$ cat config.mk
export PLATFORM = sky130hd
export DESIGN_NAME = riscv_id_ex_stage
export DESIGN_NICKNAME = d
export VERILOG_FILES = /design/src/rtl/riscv_pkg.sv /design/src/rtl/riscv_fwd_unit.sv /design/src/rtl/riscv_id_ex_stage.sv
export SDC_FILE = /design/constraint.sdc
export NUM_CORES = 1
export LEC_CHECK = 0
export ABC_AREA = 1
export CAP_MARGIN = 20
export CORE_AREA = 2 2 144 146
export CTS_BUF_LIST = sky130_fd_sc_hd__clkbuf_16
export CTS_CLUSTER_DIAMETER = 50
export DETAILED_ROUTE_END_ITERATION = 16
export DIE_AREA = 0 0 146 148
export PLACE_DENSITY = 0.75
export SETUP_SLACK_MARGIN = 0.02
export SLEW_MARGIN = 40
export SYNTH_ARGS = -nofsm -noshare
export SYNTH_HDL_FRONTEND = slang
export SYNTH_HIERARCHICAL = 1
export SYNTH_SLANG_ARGS = --single-unit
$ cat constraint.sdc
create_clock -name clk -period 1.29 [get_ports clk]
set_clock_uncertainty 0.1 [all_clocks]
set_input_delay 0.1935 -clock clk [delete_from_list [all_inputs] [get_ports clk]]
set_output_delay 0.1935 -clock clk [all_outputs]
set_load 0.1 [all_outputs]
$ cat src/rtl/riscv_pkg.sv
// riscv_pkg: shared widths, ALU/operand-select/forwarding encodings and the ID/EX register layout.
package riscv_pkg;

    localparam int XLEN   = 32;
    localparam int REG_AW = 5;

    typedef enum logic [3:0] {
        ALU_ADD  = 4'd0,
        ALU_SUB  = 4'd1,
        ALU_AND  = 4'd2,
        ALU_OR   = 4'd3,
        ALU_XOR  = 4'd4,
        ALU_SLT  = 4'd5,
        ALU_SLTU = 4'd6,
        ALU_SLL  = 4'd7,
        ALU_SRL  = 4'd8,
        ALU_SRA  = 4'd9
    } alu_op_t;

    typedef enum logic [1:0] {
        SRC_A_RS1  = 2'b00,
        SRC_A_PC   = 2'b01,
        SRC_A_ZERO = 2'b10
    } src_a_sel_t;

    typedef enum logic [1:0] {
        FWD_REG = 2'd0,
        FWD_MEM = 2'd1,
        FWD_WB  = 2'd2
    } fwd_sel_t;

    // src_a_sel kept as raw bits so the reserved 2'b11 code survives into EX and reads as zero
    typedef struct packed {
        logic              valid;
        logic [XLEN-1:0]   pc;
        logic [REG_AW-1:0] rs1_addr;
        logic [REG_AW-1:0] rs2_addr;
        logic [XLEN-1:0]   rs1_data;
        logic [XLEN-1:0]   rs2_data;
        logic [XLEN-1:0]   imm;
        alu_op_t           alu_op;
        logic [1:0]        src_a_sel;
        logic              src_b_sel;
        logic [REG_AW-1:0] rd_addr;
        logic              reg_write;
    } id_ex_t;

endpackage

$ cat src/rtl/riscv_fwd_unit.sv
// riscv_fwd_unit: per-source operand forwarding from MEM/WB; MEM has priority and x0 is never forwarded.
// Forwarding is compiled in only when RISCV_EX_FORWARD_EN is defined; otherwise the regfile value passes through.
module riscv_fwd_unit
    import riscv_pkg::*;
(
    input  logic [REG_AW-1:0] addr,
    input  logic [XLEN-1:0]   reg_data,
    input  logic [REG_AW-1:0] mem_rd_addr,
    input  logic              mem_reg_write,
    input  logic [XLEN-1:0]   mem_result,
    input  logic [REG_AW-1:0] wb_rd_addr,
    input  logic              wb_reg_write,
    input  logic [XLEN-1:0]   wb_result,
    output fwd_sel_t          sel,
    output logic [XLEN-1:0]   value
);

`ifdef RISCV_EX_FORWARD_EN
    logic nonzero;

    assign nonzero = addr != '0;
    assign sel = (nonzero && mem_reg_write && mem_rd_addr == addr) ? FWD_MEM :
                 (nonzero && wb_reg_write  && wb_rd_addr  == addr) ? FWD_WB  : FWD_REG;
`else
    logic unused_taps;

    assign unused_taps = ^{addr, mem_rd_addr, mem_reg_write, mem_result, wb_rd_addr, wb_reg_write, wb_result};
    assign sel = FWD_REG;
`endif

    assign value = (sel == FWD_MEM) ? mem_result :
                   (sel == FWD_WB)  ? wb_result  : reg_data;

endmodule

$ cat src/rtl/riscv_id_ex_stage.sv
// riscv_id_ex_stage: ID/EX pipeline register with operand forwarding and ALU operand selection.
// Forwarding from MEM/WB is enabled by defining RISCV_EX_FORWARD_EN.
module riscv_id_ex_stage
    import riscv_pkg::*;
(
    input  logic              clk,
    input  logic              rst_n,
    input  logic              id_valid,
    output logic              id_ready,
    input  logic [XLEN-1:0]   id_pc,
    input  logic [REG_AW-1:0] id_rs1_addr,
    input  logic [REG_AW-1:0] id_rs2_addr,
    input  logic [XLEN-1:0]   id_rs1_data,
    input  logic [XLEN-1:0]   id_rs2_data,
    input  logic [XLEN-1:0]   id_imm,
    input  logic [3:0]        id_alu_op,
    input  logic [1:0]        id_src_a_sel,
    input  logic              id_src_b_sel,
    input  logic [REG_AW-1:0] id_rd_addr,
    input  logic              id_reg_write,
    input  logic              flush,
    input  logic              ex_stall,
    input  logic [REG_AW-1:0] mem_rd_addr,
    input  logic              mem_reg_write,
    input  logic [XLEN-1:0]   mem_result,
    input  logic [REG_AW-1:0] wb_rd_addr,
    input  logic              wb_reg_write,
    input  logic [XLEN-1:0]   wb_result,
    output logic              ex_valid,
    output logic [XLEN-1:0]   alu_operand_a,
    output logic [XLEN-1:0]   alu_operand_b,
    output logic [3:0]        alu_op,
    output logic [XLEN-1:0]   ex_store_data,
    output logic [XLEN-1:0]   ex_pc,
    output logic [REG_AW-1:0] ex_rd_addr,
    output logic              ex_reg_write
);

    id_ex_t          ex_q, ex_d;
    logic [XLEN-1:0] rs1_fwd, rs2_fwd;
    fwd_sel_t        unused_rs1_sel, unused_rs2_sel;

    assign id_ready = !ex_stall;

    // flush is applied last so it beats both capture and stall
    always_comb begin
        ex_d = ex_q;
        if (id_ready)
            ex_d = '{valid: id_valid, pc: id_pc, rs1_addr: id_rs1_addr, rs2_addr: id_rs2_addr,
                     rs1_data: id_rs1_data, rs2_data: id_rs2_data, imm: id_imm,
                     alu_op: alu_op_t'(id_alu_op), src_a_sel: id_src_a_sel,
                     src_b_sel: id_src_b_sel, rd_addr: id_rd_addr, reg_write: id_reg_write};
        if (flush)
            ex_d.valid = 1'b0;
    end

    always_ff @(posedge clk or negedge rst_n) begin
        if (!rst_n)
            ex_q <= '0;
        else
            ex_q <= ex_d;
    end

    riscv_fwd_unit u_fwd_rs1 (
        .addr(ex_q.rs1_addr), .reg_data(ex_q.rs1_data),
        .mem_rd_addr(mem_rd_addr), .mem_reg_write(mem_reg_write), .mem_result(mem_result),
        .wb_rd_addr(wb_rd_addr), .wb_reg_write(wb_reg_write), .wb_result(wb_result),
        .sel(unused_rs1_sel), .value(rs1_fwd)
    );

    riscv_fwd_unit u_fwd_rs2 (
        .addr(ex_q.rs2_addr), .reg_data(ex_q.rs2_data),
        .mem_rd_addr(mem_rd_addr), .mem_reg_write(mem_reg_write), .mem_result(mem_result),
        .wb_rd_addr(wb_rd_addr), .wb_reg_write(wb_reg_write), .wb_result(wb_result),
        .sel(unused_rs2_sel), .value(rs2_fwd)
    );

    assign alu_operand_a = (ex_q.src_a_sel == SRC_A_RS1) ? rs1_fwd :
                           (ex_q.src_a_sel == SRC_A_PC)  ? ex_q.pc : '0;
    assign alu_operand_b = ex_q.src_b_sel ? ex_q.imm : rs2_fwd;
    assign alu_op        = ex_q.alu_op;
    assign ex_store_data = rs2_fwd;
    assign ex_valid      = ex_q.valid;
    assign ex_pc         = ex_q.pc;
    assign ex_rd_addr    = ex_q.rd_addr;
    assign ex_reg_write  = ex_q.reg_write & ex_q.valid;

endmodule

==> out/qor.yml, run 1 <==
outcome: "complete, but fails checks"
violations: "negative setup slack"
p_total_mw: 18.0
io_pins: 372
n_fill_cell: 1487
endpoint_kind: "primary output"
dieArea_um2: 21600
grt_pass1_wl_um: 36000
finalNetCount: 1359
start_util_pct: 35.3
drt-initial-drc-count: 222
final_layout_size_suffix_gt1_share_pct: 37.8
peakVddDrop_uv: 874
worstSetupPathType: "reg -> out"
hold_path_class: "in -> reg"
fin_util_pct: 66.1
regArea_um2: 3600
vias: 6453
tns_ps: -40380
coreArea_um2: 20000
r2r-start: "ex_q[6]"
instances_no_fill: 1411
clk_path_buf_depth: 2
drc: 0
clock.fmax_mhz: 513
clock_sinks: 142
grt_pass1_vias: 6940
rows: 52
via_per_inst: 4.57
multi_input_area_um2: 3560
worst-r2r-cell-count: 4
hold_ws_ps: 144
overflow: 0
rsz0062_at_grt: "true"
maxSlewViolCount: 0
track_usage_pct: 21.1
worstPathRequired_ps: 1000
startpoint_type: "flop"
crit_path_max_fanout: 11
fin_ws_ps: -658
cts_root_buffer: "clkbuf_16"
hold_path_depth: 4
cp.arrival_ps: 1650
tritoncts: "built"
die_w_um: 146
syn_inst: 920
antenna_found_initial: 1
area_growth_pct: 87.1
firstDrtPassIters: 6
cts_buffers: 17
period_share_pct: 151
dp_cells: 1368
synth_area_per_cell_um2: 7.70
report.final.hold_viol_count: 0
final_antenna_net_count: 0
setup_viol: 135
p_leak_nw: 6.25
numPortBuffers: 285
syn-cell-area_um2: 7080
grt_max_degree: 68
max_slew_margin_pct: 75.1
ys_warn_count: 6
wl_um: 22400
fin_crit_ps: 1950
dp_hpwl_um: 16800
holdPathEnd: "ex_q[48]"
clk_latency_ps: 410
avgRoutedWirePerCell_um: 15.9
hp-start: "ex_stall"
syn_nets: 1152
place.gp.congestion: 0.800
r2r_end: "ex_q[6]"
clk_pin_slew_ps: 60
p_per_area_nw_per_um2: 1360
cap_violations: 0
die_height_um: 148
reg2reg_slack_ps: 200
cts_htree_levels: 4
max_slew.worst_pin.slew_ps: 373
[worst max path at each step]
stage	slack [ps]	cells past startpoint	to	start
after floorplan	-260	3	alu_operand_b[10]	ex_q[6]
after global placement	-250	5	alu_operand_a[0]	ex_q[8]
after detailed placement	-270	5	alu_operand_a[0]	ex_q[8]
after CTS	-670	5	alu_operand_a[6]	ex_q[7]
after global routing	-710	6	alu_operand_a[18]	ex_q[7]
final	-660	6	alu_operand_a[20]	ex_q[7]
[routing by layer]
metal | part of all wire (%) | vias to the layer above | wire length (um) | GRT usage [%]
li1 | - | 3091 | - | -
met1 | 38 | 3112 | 8600 | 23.9
met2 | 53 | 209 | 11900 | 37.8
met3 | 6.0 | 41 | 1340 | 5.68
met4 | 2.9 | 0 | 650 | 8.35
met5 | 0 | - | 0 | 0
[flip-flops by register name, indices dropped and copies added (netlist names)]
signal      cells
ex_q          100
ex_rd_addr      5
ex_pc          32
alu_op          4
ex_valid        1
[cell usage in the layout, fill, tap and decap left out]
master and n:
buf_12 159, buf_16 2, buf_4 19, buf_6 17
buf_8 1, bufinv_16 1, clkbuf_16 18, clkdlybuf4s50_1 143
clkinv_1 4, clkinv_2 5, clkinv_4 2, clkinvlp_4 3
dfrtp_1 105, dfrtp_2 35, dfrtp_4 2, diode_2 1
dlygate4sd3_1 1, inv_1 21, inv_2 9, inv_4 6
nand2_1 429, nand2_2 40, nand2_4 17, nand2_8 33
nand3_1 5, nand3_2 29, nor2_4 1, o21ai_0 1
o21ai_4 32
[cell type report]
| cell class | count | area share, % |
|---|---|---|
| Multi-Input combinational cell | 587 | 26.9 |
| Timing Repair Buffer | 343 | 38.1 |
| Tap cell | 270 | 2.55 |
| Inverter | 36 | 1.16 |
| Sequential cell | 142 | 27.2 |
| Antenna cell | 1 | 0.0189 |
| Clock buffer | 17 | 3.21 |
| Clock inverter | 15 | 0.803 |
[power by group]
| group | internal (mW) | switching, mW | total (mW) | leakage, nW |
|---|---|---|---|---|
| clock | 2.60 | 1.87 | 4.47 | 0.263 |
| sequential | 4.87 | 0.470 | 5.34 | 1.69 |
| combinational | 3.07 | 5.10 | 8.17 | 4.30 |
[critical path: stages, from the launching register on]
cell	delay (ps)
dfrtp_2	440
nor2_4	170
buf_12	190
buf_12	140
nand2_8	60
nand2_8	80
buf_12	160
[through the flow]
step	setup slack (ps)	cell area, um^2
finish	-658	13200
global route	-711	13200
CTS	-666	13200
detailed placement	-271	12300
global placement	-253	12300
floorplan	-264	8570
[timing repair]
action | CTS | global route
gates cloned | 1 | 1
pin swaps | 5 | 5
setup endpoints to repair | 139 | 139
buffers inserted | 5 | 3
hold endpoints to repair | 142 | 0
hold buffers | 1 | 0
resized for setup | 79 | 24
(Power assumes the default switching activity.)
==> run 2, diff against run 1 <==
Settings changed: RECOVER_POWER set to 50.
==> run 2 against run 1 <==
- the flow still finishes with violations (negative setup slack)
- non-clock buffer count unchanged
- first-iteration DRC count unchanged
- largest cell class unchanged
- critical endpoint unchanged
- combinational power about the same
- global-route usage unchanged
- setup slack about the same
- critical path type unchanged
- sequential cell count unchanged
- cell area shrank 0.26%
- total power decreased by 0.14%
==> out/qor.yml, run 2 (same netlist as run 1, synthesis figures left out) <==
overflow: 0  # unchanged
wl_um: 22500  # about the same
start_util_pct: 35.3  # unchanged
area_growth_pct: 86.6
avgRoutedWirePerCell_um: 15.9  # about the same
crit_end: "alu_operand_a[20]"
final_cell_mix: "nand2_1 (429), buf_12 (159), clkdlybuf4s50_1 (143), dfrtp_1 (130), nand2_2 (40)"
fin_crit_ps: 1950  # +0.0480 ps
crit_chain: "nor2_4 > buf_12 > buf_12 > nand2_8 > nand2_8 > buf_12"
critical-path-max-stage-delay_ps: 440  # about the same
cp.arrival_ps: 1650  # about the same
grt_max_degree: 68  # unchanged
clk_pin_slew_ps: 60  # about the same
cp_common_cell: "buf_12"
p_int_mw: 10.5  # -0.19%
r2r-start: "ex_q[6]"
violations: "negative setup slack"
clock.fmax_mhz: 513  # about the same
period_share_pct: 151  # about the same
p_per_area_nw_per_um2: 1360  # +0.13%
report.final.hold_viol_count: 0  # unchanged
clkPwrFrac_pct: 24.9  # about the same
clk_path_buf_depth: 2  # unchanged
endpoint_kind: "primary output"
rows: 52  # unchanged
crit_path_max_fanout: 11  # unchanged
worstSetupStartpoint: "ex_q[7]"
grt_pass1_vias: 6940  # unchanged
fin_util_pct: 65.9  # -0.17 points
cts_buffers: 17  # unchanged
dieArea_um2: 21600  # unchanged
p_leak_nw: 6.28  # +0.43%
reg2reg_slack_ps: 200  # about the same
p_total_mw: 18.0  # -0.14%
maxSlewViolCount: 0  # unchanged
swShare_pct: 41.4  # about the same
drc: 0  # unchanged
vias: 6458  # +0.077%
firstDrtPassIters: 5  # -1
place.gp.congestion: 0.800  # unchanged
worstPathRequired_ps: 1000  # about the same
max_slew_margin_pct: 62.6  # -12 points
r2r_end: "ex_q[6]"
fin_ws_ps: -658  # -0.0480 ps
worst-r2r-cell-count: 4  # unchanged
coreArea_um2: 20000  # unchanged
die_w_um: 146  # unchanged
final_common_cell: "nand2_1"
clock_sinks: 142  # unchanged
grt_pass1_wl_um: 36000  # unchanged
numPortBuffers: 285  # unchanged
drt-initial-drc-count: 222  # unchanged
max_slew.worst_pin.slew_ps: 561  # +187 ps
io_pins: 372  # unchanged
dp_hpwl_um: 16800  # unchanged
p_switching_mw: 7.43  # about the same
tritoncts: "built"
finalNetCount: 1359  # unchanged
top_register: "ex_q"
via_per_inst: 4.58  # about the same
cap_violations: 0  # unchanged
die_height_um: 148  # unchanged
largest_reg_flops: 100  # unchanged
antenna_found_initial: 1  # unchanged
cts_root_buffer: "clkbuf_16"
hold_path_class: "in -> reg"
startpoint_type: "flop"
rsz0062_at_grt: "true"
setup_viol: 135  # unchanged
clk_latency_ps: 410  # about the same
worstSetupPathType: "reg -> out"
final_layout_size_suffix_gt1_share_pct: 35.6  # -2.2 points
track_usage_pct: 21.1  # unchanged
final_antenna_net_count: 0  # unchanged
outcome: "complete, but fails checks"
cts_htree_levels: 4  # unchanged
seq_power_share_pct: 29.7  # about the same
peakVddDrop_uv: 874  # about the same
combPwrFrac_pct: 45.5  # about the same
slowest_stage: "dfrtp_2"
-- run 2: cell count changes in the layout (fill, tap and decap cells not counted), sizes merged --
cell,previous run,this run
clkbuf,18,19
buf,198,197
-- run 2: worst max-delay path: cells and delay by family, from the launching register on --
| family | cells | cell delay [ps] |
|---|---|---|
| buf+inv | 3 | 490 |
| simple gates | 3 | 310 |
| flops | 1 | 440 |
-- run 2: how the worst min path moves through the flow --
stage | startpoint | slack [ps] | endpoint | cells past startpoint
5_1_grt | ex_stall | 160 | ex_q[48] | 4
3_5_place_dp | rst_n | 30 | alu_op[2] | 1
3_3_place_gp | rst_n | 20 | alu_op[2] | 1
2_1_floorplan | rst_n | -200 | alu_op[0] | 0
6_report | ex_stall | 150 | alu_op[2] | 4
4_1_cts | ex_stall | 120 | alu_op[2] | 4
-- run 2: routing by layer --
layer  routed length, um  part of all wire (%)  vias to the layer above  GRT usage (%)
met3                1350                   6.0                       43           5.68
met1                8580                    38                     3109           23.9
met5                   0                     0                        -              0
met4                 666                   3.0                        0           8.35
met2               11900                    53                      215           37.8
li1                    -                     -                     3091              -
-- run 2: metrics by stage --
step	hold WS (ps)	setup slack [ps]	cell area (um^2)	TNS [ps]	instances
2_1_floorplan	-202	-264	8570	-10950	920
3_3_place_gp	23.2	-253	12300	-8660	1368
3_5_place_dp	26.6	-271	12300	-9510	1368
4_1_cts	121	-666	13200	-44220	1407
5_1_grt	156	-711	13200	-47980	1411
6_report	148	-658	13200	-41090	1411
-- run 2: cell type report --
class                      count  area, um^2
multi-input combinational    587        3560
antenna                        1        2.50
clock buffer                  17         425
sequential                   142        3570
timing repair buffer         343        5050
clock inverter                15         106
fill                        1505        6830
tap                          270         338
inverter                      36         154
-- run 2: power groups by stage --
stage / Sequential [mW] / Clock, mW / Combinational (mW)
3_5_place_dp: 5.38 / 0 / 8.02
6_report: 5.33 / 4.46 / 8.17
3_3_place_gp: 5.36 / 0 / 7.94
5_1_grt: 5.38 / 4.78 / 8.44
2_1_floorplan: 5.17 / 0 / 5.61
4_1_cts: 5.33 / 4.58 / 8.18
-- run 2: repair_timing --
action / in CTS / in global routing
buffers inserted: 5 / 3
resized for setup: 79 / 24
endpoints found under the hold margin: 142 / 0
endpoints found under the setup margin: 139 / 139
hold buffers: 1 / 0
gates cloned: 1 / 1
pin swaps: 5 / 5
==> run 3, diff against run 2 <==
Settings changed: CTS_CLUSTER_SIZE set to 12.
==> results of run 3 <==
Final layout, timing and power as in run 2 (identical DEF).
